--- config.mk ---
export PLATFORM = sky130hd
export DESIGN_NAME = read_seq
export DESIGN_NICKNAME = d
export VERILOG_FILES = /design/src/rtl/read_seq.sv
export SDC_FILE = /design/constraint.sdc
export NUM_CORES = 1
export LEC_CHECK = 0
export ABC_AREA = 1
export CORE_MARGIN = 2
export CORE_UTILIZATION = 43
export DETAILED_ROUTE_END_ITERATION = 7
export PLACE_DENSITY = 0.76
export SYNTH_ARGS = -nofsm -noshare
export SYNTH_HDL_FRONTEND = slang
export SYNTH_SLANG_ARGS = --single-unit
export TNS_END_PERCENT = 5
--- constraint.sdc ---
create_clock -name clk -period 1.6 [get_ports clk]
set_clock_uncertainty 0.15 [all_clocks]
set_input_delay 0.32 -clock clk [delete_from_list [all_inputs] [get_ports clk]]
set_output_delay 0.32 -clock clk [all_outputs]
set_load 0.05 [all_outputs]
--- src/rtl/read_seq.sv ---
// read_seq: streams a burst of register-file words, read one at a time
// through the sig port, into a small output FIFO with valid/ready handshake.
// Optional feature macro: CLEAR_AFTER_READ_EN -- when defined, every word
// read is written back to zero through the same sig port before the next read.
module read_seq #(
    parameter int DATA_W     = 16,
    parameter int ADDR_W     = 7,
    parameter int NUM_REGS   = 100,
    parameter int FIFO_DEPTH = 2
) (
    input  logic              clk,
    input  logic              reset,
    input  logic              start,
    input  logic [ADDR_W-1:0] base_addr,
    input  logic [7:0]        count,
    input  logic              mac_active,
    output logic [ADDR_W-1:0] sig_addr,
    output logic              read_sig,
    output logic              write_sig,
    output logic [DATA_W-1:0] data_from_sig,
    input  logic [DATA_W-1:0] data_to_sig,
    output logic [DATA_W-1:0] out_data,
    output logic              out_valid,
    input  logic              out_ready,
    output logic              busy,
    output logic              done,
    output logic              err
);

    localparam int PW = (FIFO_DEPTH > 1) ? $clog2(FIFO_DEPTH) : 1;
    localparam int CW = $clog2(FIFO_DEPTH + 1);
    localparam logic [CW-1:0]     DEPTH_C   = CW'(FIFO_DEPTH);
    localparam logic [PW-1:0]     LAST_PTR  = PW'(FIFO_DEPTH - 1);
    localparam logic [ADDR_W-1:0] LAST_ADDR = ADDR_W'(NUM_REGS - 1);
    localparam logic [ADDR_W:0]   NREG_A    = (ADDR_W + 1)'(NUM_REGS);
    localparam logic [8:0]        NREG_C    = 9'(NUM_REGS);

    typedef enum logic [2:0] {
        S_IDLE,
        S_ISSUE,
        S_CAPTURE,
`ifdef CLEAR_AFTER_READ_EN
        S_CLEAR,
`endif
        S_DRAIN
    } state_t;

    state_t              r_state;
    state_t              w_state_next;
    logic [ADDR_W-1:0]   r_addr;
    logic [ADDR_W-1:0]   r_cap_addr;
    logic [7:0]          r_remaining;
    logic                r_err;
    logic                r_done_pulse;
    logic [DATA_W-1:0]   r_mem [FIFO_DEPTH];
    logic [PW-1:0]       r_wptr;
    logic [PW-1:0]       r_rptr;
    logic [CW-1:0]       r_fill;

    logic w_start_bad;
    logic w_start_ok;
    logic w_accept;
    logic w_push;
    logic w_pop;

    // A request is out of range if it overruns the register file or starts past it.
    assign w_start_bad = ({1'b0, count} > NREG_C) || ({1'b0, base_addr} >= NREG_A);
    assign w_start_ok  = (count != 8'd0) && !w_start_bad;
    // Only issue when the slot for this word is guaranteed free at capture time.
    assign w_accept    = (r_state == S_ISSUE) && !mac_active && (r_fill < DEPTH_C);
    assign w_push      = (r_state == S_CAPTURE);
    assign w_pop       = (r_fill != '0) && out_ready;

    // Next-state and sig-port/status outputs.
    always_comb begin
        w_state_next  = r_state;
        read_sig      = 1'b0;
        write_sig     = 1'b0;
        data_from_sig = '0;
        sig_addr      = '0;
        case (r_state)
            S_IDLE: begin
                if (start && w_start_ok) w_state_next = S_ISSUE;
            end
            S_ISSUE: begin
                sig_addr = r_addr;
                read_sig = w_accept;
                if (w_accept) w_state_next = S_CAPTURE;
            end
            S_CAPTURE: begin
`ifdef CLEAR_AFTER_READ_EN
                w_state_next = S_CLEAR;
`else
                w_state_next = (r_remaining == 8'd0) ? S_DRAIN : S_ISSUE;
`endif
            end
`ifdef CLEAR_AFTER_READ_EN
            S_CLEAR: begin
                sig_addr  = r_cap_addr;
                write_sig = !mac_active;
                if (!mac_active) w_state_next = (r_remaining == 8'd0) ? S_DRAIN : S_ISSUE;
            end
`endif
            S_DRAIN: begin
                if (r_fill == '0) w_state_next = S_IDLE;
            end
            default: w_state_next = S_IDLE;
        endcase
    end

    assign busy      = (r_state != S_IDLE);
    assign done      = r_done_pulse || ((r_state == S_DRAIN) && (r_fill == '0));
    assign err       = r_err;
    assign out_valid = (r_fill != '0);
    assign out_data  = out_valid ? r_mem[r_rptr] : '0;

    // State, burst counters and status flags.
    always_ff @(posedge clk) begin
        if (reset) begin
            r_state      <= S_IDLE;
            r_addr       <= '0;
            r_cap_addr   <= '0;
            r_remaining  <= '0;
            r_err        <= 1'b0;
            r_done_pulse <= 1'b0;
        end else begin
            r_state      <= w_state_next;
            r_done_pulse <= 1'b0;
            if (r_state == S_IDLE && start) begin
                r_addr       <= base_addr;
                r_remaining  <= count;
                r_err        <= (count != 8'd0) && w_start_bad;
                r_done_pulse <= !w_start_ok;
            end
            if (w_accept) begin
                r_cap_addr  <= r_addr;
                r_addr      <= (r_addr == LAST_ADDR) ? '0 : r_addr + 1'b1;
                r_remaining <= r_remaining - 8'd1;
            end
        end
    end

    // FIFO storage; contents need no reset since the fill count masks them.
    always_ff @(posedge clk) begin
        if (w_push) r_mem[r_wptr] <= data_to_sig;
    end

    // FIFO pointers and fill level.
    always_ff @(posedge clk) begin
        if (reset) begin
            r_wptr <= '0;
            r_rptr <= '0;
            r_fill <= '0;
        end else begin
            if (w_push) r_wptr <= (r_wptr == LAST_PTR) ? '0 : r_wptr + 1'b1;
            if (w_pop)  r_rptr <= (r_rptr == LAST_PTR) ? '0 : r_rptr + 1'b1;
            case ({w_push, w_pop})
                2'b10:   r_fill <= r_fill + 1'b1;
                2'b01:   r_fill <= r_fill - 1'b1;
                default: r_fill <= r_fill;
            endcase
        end
    end

endmodule

# Word-level counts from Yosys, hierarchy flattened

Memory sizes are Yosys's and may differ from the RTL's. A register that Yosys moved wholly into a read port is not among the register bits.
Cells that the tools add are included.

Bits in registers: 24
Latch bits: 0
Bits in writable memories: 32
Memory bits (read-only): 0
Output and inout port bits: 45
Memories kept: 1

Memories:

| memory | depth | bits a word | rd ports | clocked after memory_dff | write ports | line | source |
|---|---|---|---|---|---|---|---|
| r_mem  | 2     | 16          | 1        | 1                        | 1           | 55   | `logic [DATA_W-1:0] r_mem [FIFO_DEPTH];` |

Add/sub/neg operators: 6
$mul: 0
Divide/modulo/power cells: 0
$lt $le $gt $ge: 3
Equality and inequality tests: 9
Shift-type cells: 0
Multiplexer cells: 20
Bitwise gates (word level): 1
Reduce and logical (&&, ||, !) cells: 23

Operators with widths:

| cell                                                | number |
|---|---|
| two-way mux 7 bit                                   | 4 |
| two-way mux 16 bit                                  | 1 |
| two-way mux 8 bit                                   | 2 |
| case mux 3 bit (4 select lines)                     | 1 |
| two-way mux 3 bit                                   | 3 |
| > comparator 8 x 7 -> 1 bit, second input constant  | 1 |
| logical AND 1 bit                                   | 8 |
| logical NOT 8 bit                                   | 1 |
| nonzero test 8 bit                                  | 1 |
| subtractor 8 x 1 -> 8 bit, second input constant    | 1 |
| adder 7 x 1 -> 7 bit, second input constant         | 1 |
| equality test 7 bit, second input constant          | 1 |
| >= comparator 7 bit, second input constant          | 1 |
| two-way mux 1 bit                                   | 7 |
| equality test 3 x 2 -> 1 bit, second input constant | 2 |
| inequality test 2 bit, second input constant        | 3 |
| nonzero test 2 bit                                  | 3 |
| case mux 2 bit (2 select lines)                     | 1 |
| equality test 3 x 1 -> 1 bit, second input constant | 1 |
| logical NOT 1 bit                                   | 3 |
| logical NOT 3 bit                                   | 1 |
| AND reduction 3 bit                                 | 1 |
| nonzero test 3 bit                                  | 1 |
| adder 1 bit, second input constant                  | 2 |
| 10 further kinds                                    | 11 |

# Logic depth before layout (Yosys ltp)

Depth in word-level cells: 7
Depth in mapped cells: 11

# Worst setup path before layout

No wires, ideal clock.

Path type: reg-to-output
Start: register (tool-made name)
End: output out_data[10]
Data arrival time: 1.654 ns
Data required time: 1.130 ns
Setup slack: -0.524 ns
Cell stages (with the launch flop): 5
Path buffers: 2
Cells stage by stage: dfxtp_1 -> clkbuf_1 -> clkbuf_1 -> nand2_1 -> a21oi_1

RTL lines:

| item          | line | source |
|---|---|---|
| end, declared | 22   | `output logic [DATA_W-1:0] out_data,` |

# Worst setup path in the final report

Start: register r_fill[1]
End: output out_data[8]

Longest elaborated chain between the ends: 2

Ends and longest elaborated chain:

| item                   | line | source |
|---|---|---|
| start, declared        | 58   | `logic [CW-1:0] r_fill;` |
| start signal, assigned | 158  | `2'b10: r_fill <= r_fill + 1'b1;` |
| start signal, assigned | 159  | `2'b01: r_fill <= r_fill - 1'b1;` |
| start signal, assigned | 160  | `default: r_fill <= r_fill;` |
| nonzero test 2 bit     | 114  | `assign out_valid = (r_fill != '0);` |
| two-way mux 16 bit     | 115  | `assign out_data = out_valid ? r_mem[r_rptr] : '0;` |

Every way passes these cells.

==> summary.txt <==
Final layout
  – Final-stage net count: 467
  – N_diodes: 0
  – Fill cells: 506
  – Most frequent cells in the layout: nand2_1 (73), buf_4 (47), clkdlybuf4s50_1 (35)
  – Area delta synth->final: 45.78%
  – Commonest non-fill, non-tap cell in the layout: nand2_1
  – Layout cells sized above 1: 0.3077
  – Post-Layout Cell Count: 506

Routing
  – Vias: 2514
  – Pre-antenna DRT Iters: 6
  – Post-DR vias/cell: 4.968
  – DRC errors left: 0
  – ANT nets after route: 0
  – 1st-iter DRT viols: 80
  – Drt total wl: 6.499 mm
  – Wirelength per Cell: 12.84 um

CTS
  – Clk buf depth: 2
  – Worst-path clk slew: 110 ps
  – Clk root buf: clkbuf_8
  – Clk Latency, worst-skew pair: 310 ps
  – H-tree depth: 2
  – CTS tree: done
  – Num CTS Buffers: 5
  – Sink Count: 56
  – Hold-fix buffers, CTS: 0

STA
  – Final setup fails: 29
  – WHS: 308.7 ps
  – Final worst-path cycle share: 1.121
  – PnR worst setup slack: -193.3 ps
  – Minimum clock period: 1793 ps
  – Fmax: 557.6 MHz
  – Final count of pins violating max slew: 0
  – RSZ-0062 raised after global routing: yes
  – Endpoints failing hold: 0

Synthesis
  – Synthesized area: 2859 um2
  – Mapped Avg Cell Area: 8.690 um2
  – Ys async rst share: 0
  – Commonest register cell after synthesis: edfxtp_1
  – Netlist cell types: 37
  – Synth Register Bits: 56
  – Post-synthesis sequential area ratio: 0.5042
  – Post-synth EDFFs: 32
  – Synth Warn #: 0
  – Synthesized instance count: 329

Setup path
  – Worst reg2reg path depth: 10
  – Crit-path slowest cell: dfxtp_2
  – Worst reg2reg setup slack: -30 ps
  – CP delay by family, top: buffers and inverters
  – RR Endpoint: r_fill[1]
  – Crit start category: flop
  – Worst EP arrival: 1320 ps
  – Largest fanout on the critical path: 16
  – WS Path Type: flop to output port
  – CP endpoint kind: output port
  – CP cell instances: nor2_4 > buf_8 > a21oi_4 > buf_4
  – Crit-path max cell delay: 350 ps
  – Worst path bufs/invs: 2
  – Critical Path RT: 1130 ps
  – Reg-to-reg startpoint: r_fill[1]

Floorplanning
  – Die ar.: 7317 um2
  – Die W: 85.54 um
  – Die height: 85.54 um
  – Core area: 6386 um2
  – I/O pins: 81
  – Core Rows: 29
  – Initial Utilization: 0.4477

Global routing
  – Initial antenna violation count: 0
  – All-Layer GR Usage: 0.1783
  – Grt ovf: 0
  – Vias in the first global route: 2332
  – First-pass GRT wire length: 10.50 mm
  – Largest net degree at the start of global routing: 20

Placed design
  – DP Cell Count: 494
  – Detailed Place HPWL: 4.930 mm
  – Port Buffers: 63
  – Gpl congestion: 0.8403

Power
  – Sequential share of power: 0.313
  – Comb power frac: 0.565
  – Clock power frac: 0.122
  – Sw Pwr: 3.056 mW
  – Switching Fraction: 0.4609
  – VDD IR max: 0.001079 V
  – Power Density: 1591 nW/um2
  – Internal power: 3.575 mW
  – P_leak: 1.718 nW

Hold path
  – Worst hold-check path type: flop to flop
  – Hold Path Depth: 1
  – Startpoint of the lowest-slack hold path: r_rptr

Status
  – Status: finished with violations
  – Failing checks: negative setup slack

Flow run
  – Max cap viols: 0
-- kinds of logic after synthesis --
group / Yosys count / synth area share
adder cells (fa/ha/maj): 3 / 0.01313
flip-flops: 56 / 0.5042
buffers and inverters: 65 / 0.1203
AO/OA/AOI/OAI: 68 / 0.1387
AND/OR/NAND/NOR: 134 / 0.2162
other: 1 / 0.001312
XOR/XNOR: 2 / 0.006128
-- metrics by stage --
stage | worst slack [ps] | setup TNS [ps] | instance area [um2] | total power [mW] | util
2_1_floorplan | -185.5 | -3336 | 3080 | 4.512 | -
3_3_place_gp | -222.7 | -3581 | 3940 | 5.523 | 0.6170
3_5_place_dp | -310.3 | -4125 | 3940 | 5.600 | 0.6170
4_1_cts | -206.9 | -4225 | 4123 | 6.571 | 0.6456
5_1_grt | -257.8 | -6515 | 4168 | 7.037 | 0.6526
6_report | -193.3 | -4053 | 4168 | 6.631 | 0.6526
-- synthesized netlist by cell type (2+ instances only) --
| cell type | count | share of area |
|---|---|---|
| nand3_1 | 13 | 0.023 |
| o21ai_0 | 10 | 0.018 |
| nand3_2 | 2 | 0.0070 |
| inv_2 | 3 | 0.0039 |
| buf_4 | 18 | 0.047 |
| inv_1 | 34 | 0.045 |
| dfxtp_1 | 24 | 0.17 |
| a21oi_1 | 30 | 0.053 |
| edfxtp_1 | 32 | 0.34 |
| nand2_4 | 2 | 0.0079 |
| nand2_1 | 73 | 0.096 |
| a221oi_2 | 4 | 0.021 |
| ha_1 | 3 | 0.013 |
| o21ai_1 | 17 | 0.030 |
| nor3_1 | 3 | 0.0053 |
| xor2_1 | 2 | 0.0061 |
| clkbuf_1 | 4 | 0.0053 |
| inv_4 | 2 | 0.0044 |
| nand4_1 | 4 | 0.0088 |
| nor2_2 | 3 | 0.0066 |
| a22oi_1 | 3 | 0.0079 |
| nor2_1 | 28 | 0.037 |
-- flip-flops by register name, summed over array words and instances, names as in the netlist, named ones only --
register      flops
r_state           2
r_addr            7
r_remaining       8
err               1
r_wptr            1
r_fill            2
r_rptr            1
r_done_pulse      1
r_mem            32
-- routing by layer --
layer,part of all wire,vias up,GRT usage
li1,-,1258,-
met1,0.42,1158,0.2244
met2,0.50,91,0.3089
met3,0.066,7,0.04042
met4,0.0078,0,0.04906
met5,0,-,0
-- worst max-delay path by stage --
stage / startpoint / endpoint / slack, ps / cells after the start
after floorplan: r_fill[1] / r_fill[1] / -190 / 10
after global placement: mac_active / r_addr[2] / -220 / 8
after detailed placement: count[2] / r_state[1] / -310 / 11
after CTS: r_fill[0] / done / -210 / 5
after global routing: r_state[1] / read_sig / -260 / 6
final: r_fill[1] / out_data[8] / -190 / 4
-- power groups by stage --
| stage | Clock [mW] | Combinational, mW | Sequential, mW |
|---|---|---|---|
| floorplan | 0 | 2.45 | 2.07 |
| global placement | 0 | 3.46 | 2.07 |
| detailed placement | 0 | 3.52 | 2.08 |
| CTS | 0.822 | 3.69 | 2.06 |
| global route | 0.896 | 4.02 | 2.12 |
| finish | 0.809 | 3.74 | 2.08 |
-- cell type report --
class | instances | area [um2] | area share
clock buffers | 5 | 68.82 | 0.01651
clock inverters | 3 | 26.28 | 0.006304
inverters | 40 | 172.7 | 0.04143
multi-input cells | 224 | 1333 | 0.3197
flip-flops and latches | 56 | 1454 | 0.3488
well taps | 77 | 96.34 | 0.02312
repair buffers | 101 | 1017 | 0.2441
-- worst register-to-register path: stages, from the launching register on --
cell and delay (ps):
dfxtp_2 350, nor2_4 150, inv_4 60, nand2_1 80
inv_2 50, ha_1 280, inv_1 70, nand2_1 50
nor2_1 110, o21ai_0 80, a21oi_1 130
-- repair_timing --
action                                  4_1_cts  5_1_grt
resized for setup                            25       10
endpoints found under the hold margin         0        0
endpoints found under the setup margin       28       44
setup buffers                                 1        3
pin swaps                                     3        3
(Power assumes the default switching activity.)
